==> src/rtl/buf_dat_row_sched_pkg.sv <==
// Shared definitions for the feature-data row-fetch scheduler: row-index width and
// scheduler state encodings.
package buf_dat_row_sched_pkg;

    localparam int LOG2_H = 5;

    localparam logic [1:0] SCHED_IDLE  = 2'd0;
    localparam logic [1:0] SCHED_FETCH = 2'd1;
    localparam logic [1:0] SCHED_DONE  = 2'd2;

endpackage

==> src/rtl/buf_dat_row_sched.sv <==
// Row-fetch scheduler for the CONV feature-data buffer: issues one DMA request per input row,
// bounds buffer occupancy and requests in flight, and reports completed rows.
module buf_dat_row_sched
    import buf_dat_row_sched_pkg::*;
#(
    parameter int HW       = LOG2_H,
    parameter int BUF_ROWS = 8,
    parameter int MAX_OUT  = 2
) (
    input  logic          clk,
    input  logic          rst_n,
    input  logic          fsm_logic_init,
    input  logic [HW-1:0] Hin,
    input  logic          dma_dat_reuse,
    output logic          dma_req_vld,
    input  logic          dma_req_rdy,
    output logic [HW-1:0] dma_req_row,
    input  logic          dma_done,
    input  logic          row_release,
    output logic          row_num_updt,
    output logic [HW-1:0] row_num,
    output logic          sched_busy,
    output logic          sched_done,
    output logic          err_seq
);

    localparam int            CW    = HW + 1;
    localparam logic [CW-1:0] C_BUF = CW'(BUF_ROWS);
    localparam logic [CW-1:0] C_MAX = CW'(MAX_OUT);
    localparam logic [CW-1:0] C_ONE = CW'(1);

    logic [1:0]    r_state;
    logic [HW-1:0] r_hin;
    logic [CW-1:0] r_iss;
    logic [CW-1:0] r_done;
    logic [CW-1:0] r_rel;
    logic [CW-1:0] r_drain;
    logic          r_updt;
    logic [HW-1:0] r_row_num;
    logic          r_err;

    logic [CW-1:0] w_out;
    logic [CW-1:0] w_pend;
    logic          w_vld;
    logic          w_hs;
    logic          w_done_any;
    logic          w_done_ok;
    logic          w_rel_ok;
    logic          w_last;

    assign w_out  = r_iss - r_done;
    assign w_pend = r_drain + w_out;

    // Stale completions from an aborted layer must drain before any new row is requested.
    assign w_vld = (r_state == SCHED_FETCH) && (r_iss < {1'b0, r_hin}) &&
                   ((r_iss - r_rel) < C_BUF) && (w_out < C_MAX) && (r_drain == '0);
    assign w_hs       = w_vld && dma_req_rdy;
    assign w_done_any = dma_done && (w_pend != '0);
    assign w_done_ok  = dma_done && (r_drain == '0) && (w_out != '0);
    assign w_rel_ok   = row_release && (r_rel < r_done);
    assign w_last     = (r_state == SCHED_FETCH) && w_done_ok && ((r_done + C_ONE) == {1'b0, r_hin});

    always_ff @(posedge clk or negedge rst_n) begin
        if (!rst_n) begin
            r_state   <= SCHED_IDLE;
            r_hin     <= '0;
            r_iss     <= '0;
            r_done    <= '0;
            r_rel     <= '0;
            r_drain   <= '0;
            r_updt    <= 1'b0;
            r_row_num <= '0;
            r_err     <= 1'b0;
        end else if (fsm_logic_init) begin
            // Everything still in flight, including a request accepted this cycle, becomes drain.
            r_state <= (dma_dat_reuse || (Hin == '0)) ? SCHED_DONE : SCHED_FETCH;
            r_hin   <= Hin;
            r_iss   <= '0;
            r_done  <= '0;
            r_rel   <= '0;
            r_drain <= w_pend + CW'(w_hs) - CW'(w_done_any);
            r_updt  <= 1'b0;
            r_err   <= 1'b0;
        end else begin
            r_updt <= w_done_ok;
            if (w_hs)
                r_iss <= r_iss + C_ONE;
            if (w_done_ok) begin
                r_done    <= r_done + C_ONE;
                r_row_num <= r_done[HW-1:0];
            end
            if (dma_done && (r_drain != '0))
                r_drain <= r_drain - C_ONE;
            if (w_rel_ok)
                r_rel <= r_rel + C_ONE;
            if ((dma_done && (w_pend == '0)) || (row_release && !w_rel_ok))
                r_err <= 1'b1;
            if (w_last)
                r_state <= SCHED_DONE;
        end
    end

    assign dma_req_vld  = w_vld;
    assign dma_req_row  = r_iss[HW-1:0];
    assign row_num_updt = r_updt;
    assign row_num      = r_row_num;
    assign sched_busy   = (r_state == SCHED_FETCH);
    assign sched_done   = (r_state == SCHED_DONE);
    assign err_seq      = r_err;

endmodule

==> config.mk <==
export PLATFORM = sky130hd
export DESIGN_NAME = buf_dat_row_sched
export DESIGN_NICKNAME = d
export VERILOG_FILES = /design/src/rtl/buf_dat_row_sched_pkg.sv /design/src/rtl/buf_dat_row_sched.sv
export SDC_FILE = /design/constraint.sdc
export NUM_CORES = 1
export LEC_CHECK = 0
export ABC_AREA = 1
export ABC_CLOCK_PERIOD_IN_PS = 10800
export CORE_ASPECT_RATIO = 1.4
export CORE_MARGIN = 4
export CORE_UTILIZATION = 62
export CTS_CLUSTER_DIAMETER = 40
export DETAILED_ROUTE_END_ITERATION = 7
export PLACE_DENSITY = 0.85
export SLEW_MARGIN = 20
export SYNTH_ARGS = -nofsm -noshare
export SYNTH_HDL_FRONTEND = slang
export SYNTH_SLANG_ARGS = --single-unit
==> constraint.sdc <==
create_clock -name clk -period 10.8 [get_ports clk]
set_input_delay 1.08 -clock clk [delete_from_list [all_inputs] [get_ports clk]]
set_output_delay 1.08 -clock clk [all_outputs]
set_load 0.05 [all_outputs]
==> flow_summary.yaml <==
floorplanning:
  start_util: 0.6416
  die_y_um: 91.76
  die_area_mm2: 0.006223
  rows: 30
  core_area_mm2: 0.004842
  die_w_um: 67.83
  io-pin-count: 27
clock_network:
  htreeDepth: 2
  cts_buffers: 5
  cts_root_buf: "clkbuf_8"
  path_clk_slew_ps: 80
  cts_resized: 0
  clock_insertion_delay_worst_skew_ps: 300
  clk_path_buf_depth: 2
  cts_tree: "yes"
  cts-hold-fix-buffers: 0
  postCtsSetupBuffers: 0
  cts_sinks: 38
pwr:
  pwr-share-seq: 0.336
  p_int_mw: 0.3356
  power_mw: 0.5223
  sw_frac_of_total: 0.3574
  clockPowerShare: 0.294
  p_per_area_mw_per_mm2: 148.7
  ir_drop_uv: 64.21
  comb_power_share: 0.371
  p_leak_nw: 1.776
  p_switching_mw: 0.1867
synth:
  yosys.cell_count.top_type: "nand2_1"
  syn-cell-area_mm2: 0.003107
  synthArstFlopShare: 1.000
  postSynthAreaPerCell_um2: 7.504
  postSynthCellCount: 414
  yosysSeqAreaShare: 0.3061
  synth_edf_count: 0
  synth_top_area_share: 0.3061
  ys_ff_latch: 38
  synth_area_leader_cell: "dfrtp_1"
  ys_warn_count: 0
  ys_types: 36
  ys_top_cells_by_area: "dfrtp_1, ha_1, nand2_1"
  syn_nets: 464
  synth_top_flop_cell: "dfrtp_1"
  netlist_top_cells_count: "nand2_1, inv_1, dfrtp_1, ha_1, nor2_1"
final_layout:
  syn2layout_area_growth_pct: 13.05
  n_antenna_cell: 0
  fin_cells: 501
  fin_area_mm2: 0.003512
  final_util: 0.7253
  drive_gt1_frac: 0.06865
  fin_nets: 486
  fillers: 393
outcome:
  status: "finished, final reports clean"
hold_path:
  min_path_cells: 2
  min_path_type: "reg -> reg"
  hold-path-endpoint: "row_num[2]"
  holdCritStartpoint: "row_num[2]"
timing:
  fin_worst_skew_ps: 8.516
  period_share: 0.4257
  min_period_ps: 4597
  slew_headroom: 0.4266
  hold_ws_ps: 487.9
  drv_slew: 0
  setup_viol: 0
  finalHoldViolCount: 0
  worstMarginPinSlew_ps: 857.5
  finalSetupTns_ps: 0
  fin_ws_ps: 6203
  fmax_mhz: 217.5
  rsz0062_at_grt: "no"
worst_setup_path:
  slowest_stage: "dfrtp_1"
  worst_setup_path_start_kind: "flop"
  critPathKind: "reg -> reg"
  crit_required_ps: 11020
  cpMostUsedCell: "nand2_1"
  worst_ep_arrival_time_ps: 4820
  r2r-start: "r_iss[0]"
  endpoint_kind: "flop"
  cpPeakStageDelay_ps: 420
  crit_family: "adder cells"
  critPathMaxFanout: 5
  rr_worst_depth: 26
  reg2reg_slack_ps: 6200
  r2r-end: "r_drain[4]"
  path_buf_inv: 3
global_route:
  grt_max_degree: 39
  antenna_found_initial: 0
  grt_pass1_vias: 2804
  grt_overflow_total: 0
  grt_use_total: 0.2614
  grt_pass1_wl_mm: 12.52
routing:
  drc: 0
  routedWlPerCell_um: 14.49
  drt-initial-drc-count: 129
  postRouteAntennaNets: 0
  vias: 2795
  drtPass1Iterations: 4
  drt-total-wl_mm: 7.259
  viasPerCell: 5.579
place:
  dp.final_hpwl_mm: 5.536
  gp_congestion: 0.9544
  portBuffers: 26
  dp_cells: 493
  place_area_mm2: 0.003369
  post-place-ws_ps: 6276
flow_run:
  maxCapViolCount: 0
## state kept, by name, summed over array words and instances, names as in the netlist
signal        cells
row_num_updt      1
r_hin             5
r_rel             6
r_state           2
err_seq           1
r_iss             6
r_done            6
r_drain           6
row_num           5
## power groups by stage
stage | Sequential [mW] | Clock, mW | Combinational [mW]
after CTS | 0.175 | 0.156 | 0.194
final | 0.175 | 0.153 | 0.194
after floorplan | 0.174 | 0 | 0.146
after global placement | 0.177 | 0 | 0.187
after global routing | 0.177 | 0.160 | 0.221
after detailed placement | 0.178 | 0 | 0.191
## how the worst max path moves through the flow
| stage | from | endpoint | slack, ps | depth (start not counted) |
|---|---|---|---|---|
| floorplan | r_iss[0] | r_drain[4] | 6680 | 26 |
| global placement | r_iss[0] | r_drain[4] | 6480 | 26 |
| detailed placement | r_iss[0] | r_drain[4] | 6280 | 26 |
| CTS | r_iss[0] | r_drain[4] | 6250 | 26 |
| global route | r_iss[0] | r_drain[4] | 5930 | 26 |
| finish | r_iss[0] | r_drain[4] | 6200 | 26 |
## cell type report
cell class	instances	area [um2]	area share
flip-flops and latches	38	950.9	0.2708
well taps	64	80.08	0.02280
inverters	69	259.0	0.07374
clock inverters	2	60.06	0.01710
multi-input cells	296	1824	0.5194
clock buffers	6	82.58	0.02351
repair buffers	26	255.2	0.07268
## placed cells by master, fill, tap and decap left out, types with 3 or more instances in the layout
cell             instances
nand2_1                 82
inv_1                   66
dfrtp_1                 38
ha_1                    35
nor2_1                  34
nand3_1                 26
clkdlybuf4s50_1         25
o21ai_0                 22
a21oi_1                 19
xor2_1                  12
xnor2_1                  7
o21ai_1                  7
nand2_2                  6
clkbuf_8                 6
nand4_1                  5
nor3_1                   5
o22ai_1                  4
a31oi_1                  4
nor2_2                   3
inv_2                    3
nand3b_1                 3
nand3_2                  3
fa_1                     3
## metal layers
| layer | routed length, um | global-route usage | vias to the layer above |
|---|---|---|---|
| li1 | - | - | 1387 |
| met1 | 2861 | 0.3085 | 1312 |
| met2 | 3736 | 0.4614 | 70 |
| met3 | 353 | 0.03922 | 26 |
| met4 | 309 | 0.09950 | 0 |
| met5 | 0 | 0 | - |
## logic make-up after synthesis
logic type / share of synthesized area
compound gates: 0.1156
fa+ha+maj: 0.1603
xor+xnor: 0.05356
buf+inv: 0.1067
simple gates: 0.2578
flops: 0.3061
## worst register-to-register path, cell delays in order, from the launching register on
cell     delay, ps
dfrtp_1        420
inv_1          140
ha_1           160
inv_1           70
fa_1           400
xor2_1         230
ha_1           310
nand3_1        100
nand3_1        120
nand2_1         90
nand2_1         50
a21oi_1        160
xnor2_1        150
ha_1           170
nand2_1         60
nor3_1         220
nor2_1          70
ha_1           280
inv_1           40
ha_1           230
fa_1           420
nand2_1         90
nand2_1         50
a21oi_1        150
xnor2_1        130
nand2_1         60
a31oi_1        150
No activity file was read; power rests on OpenSTA's default activity.
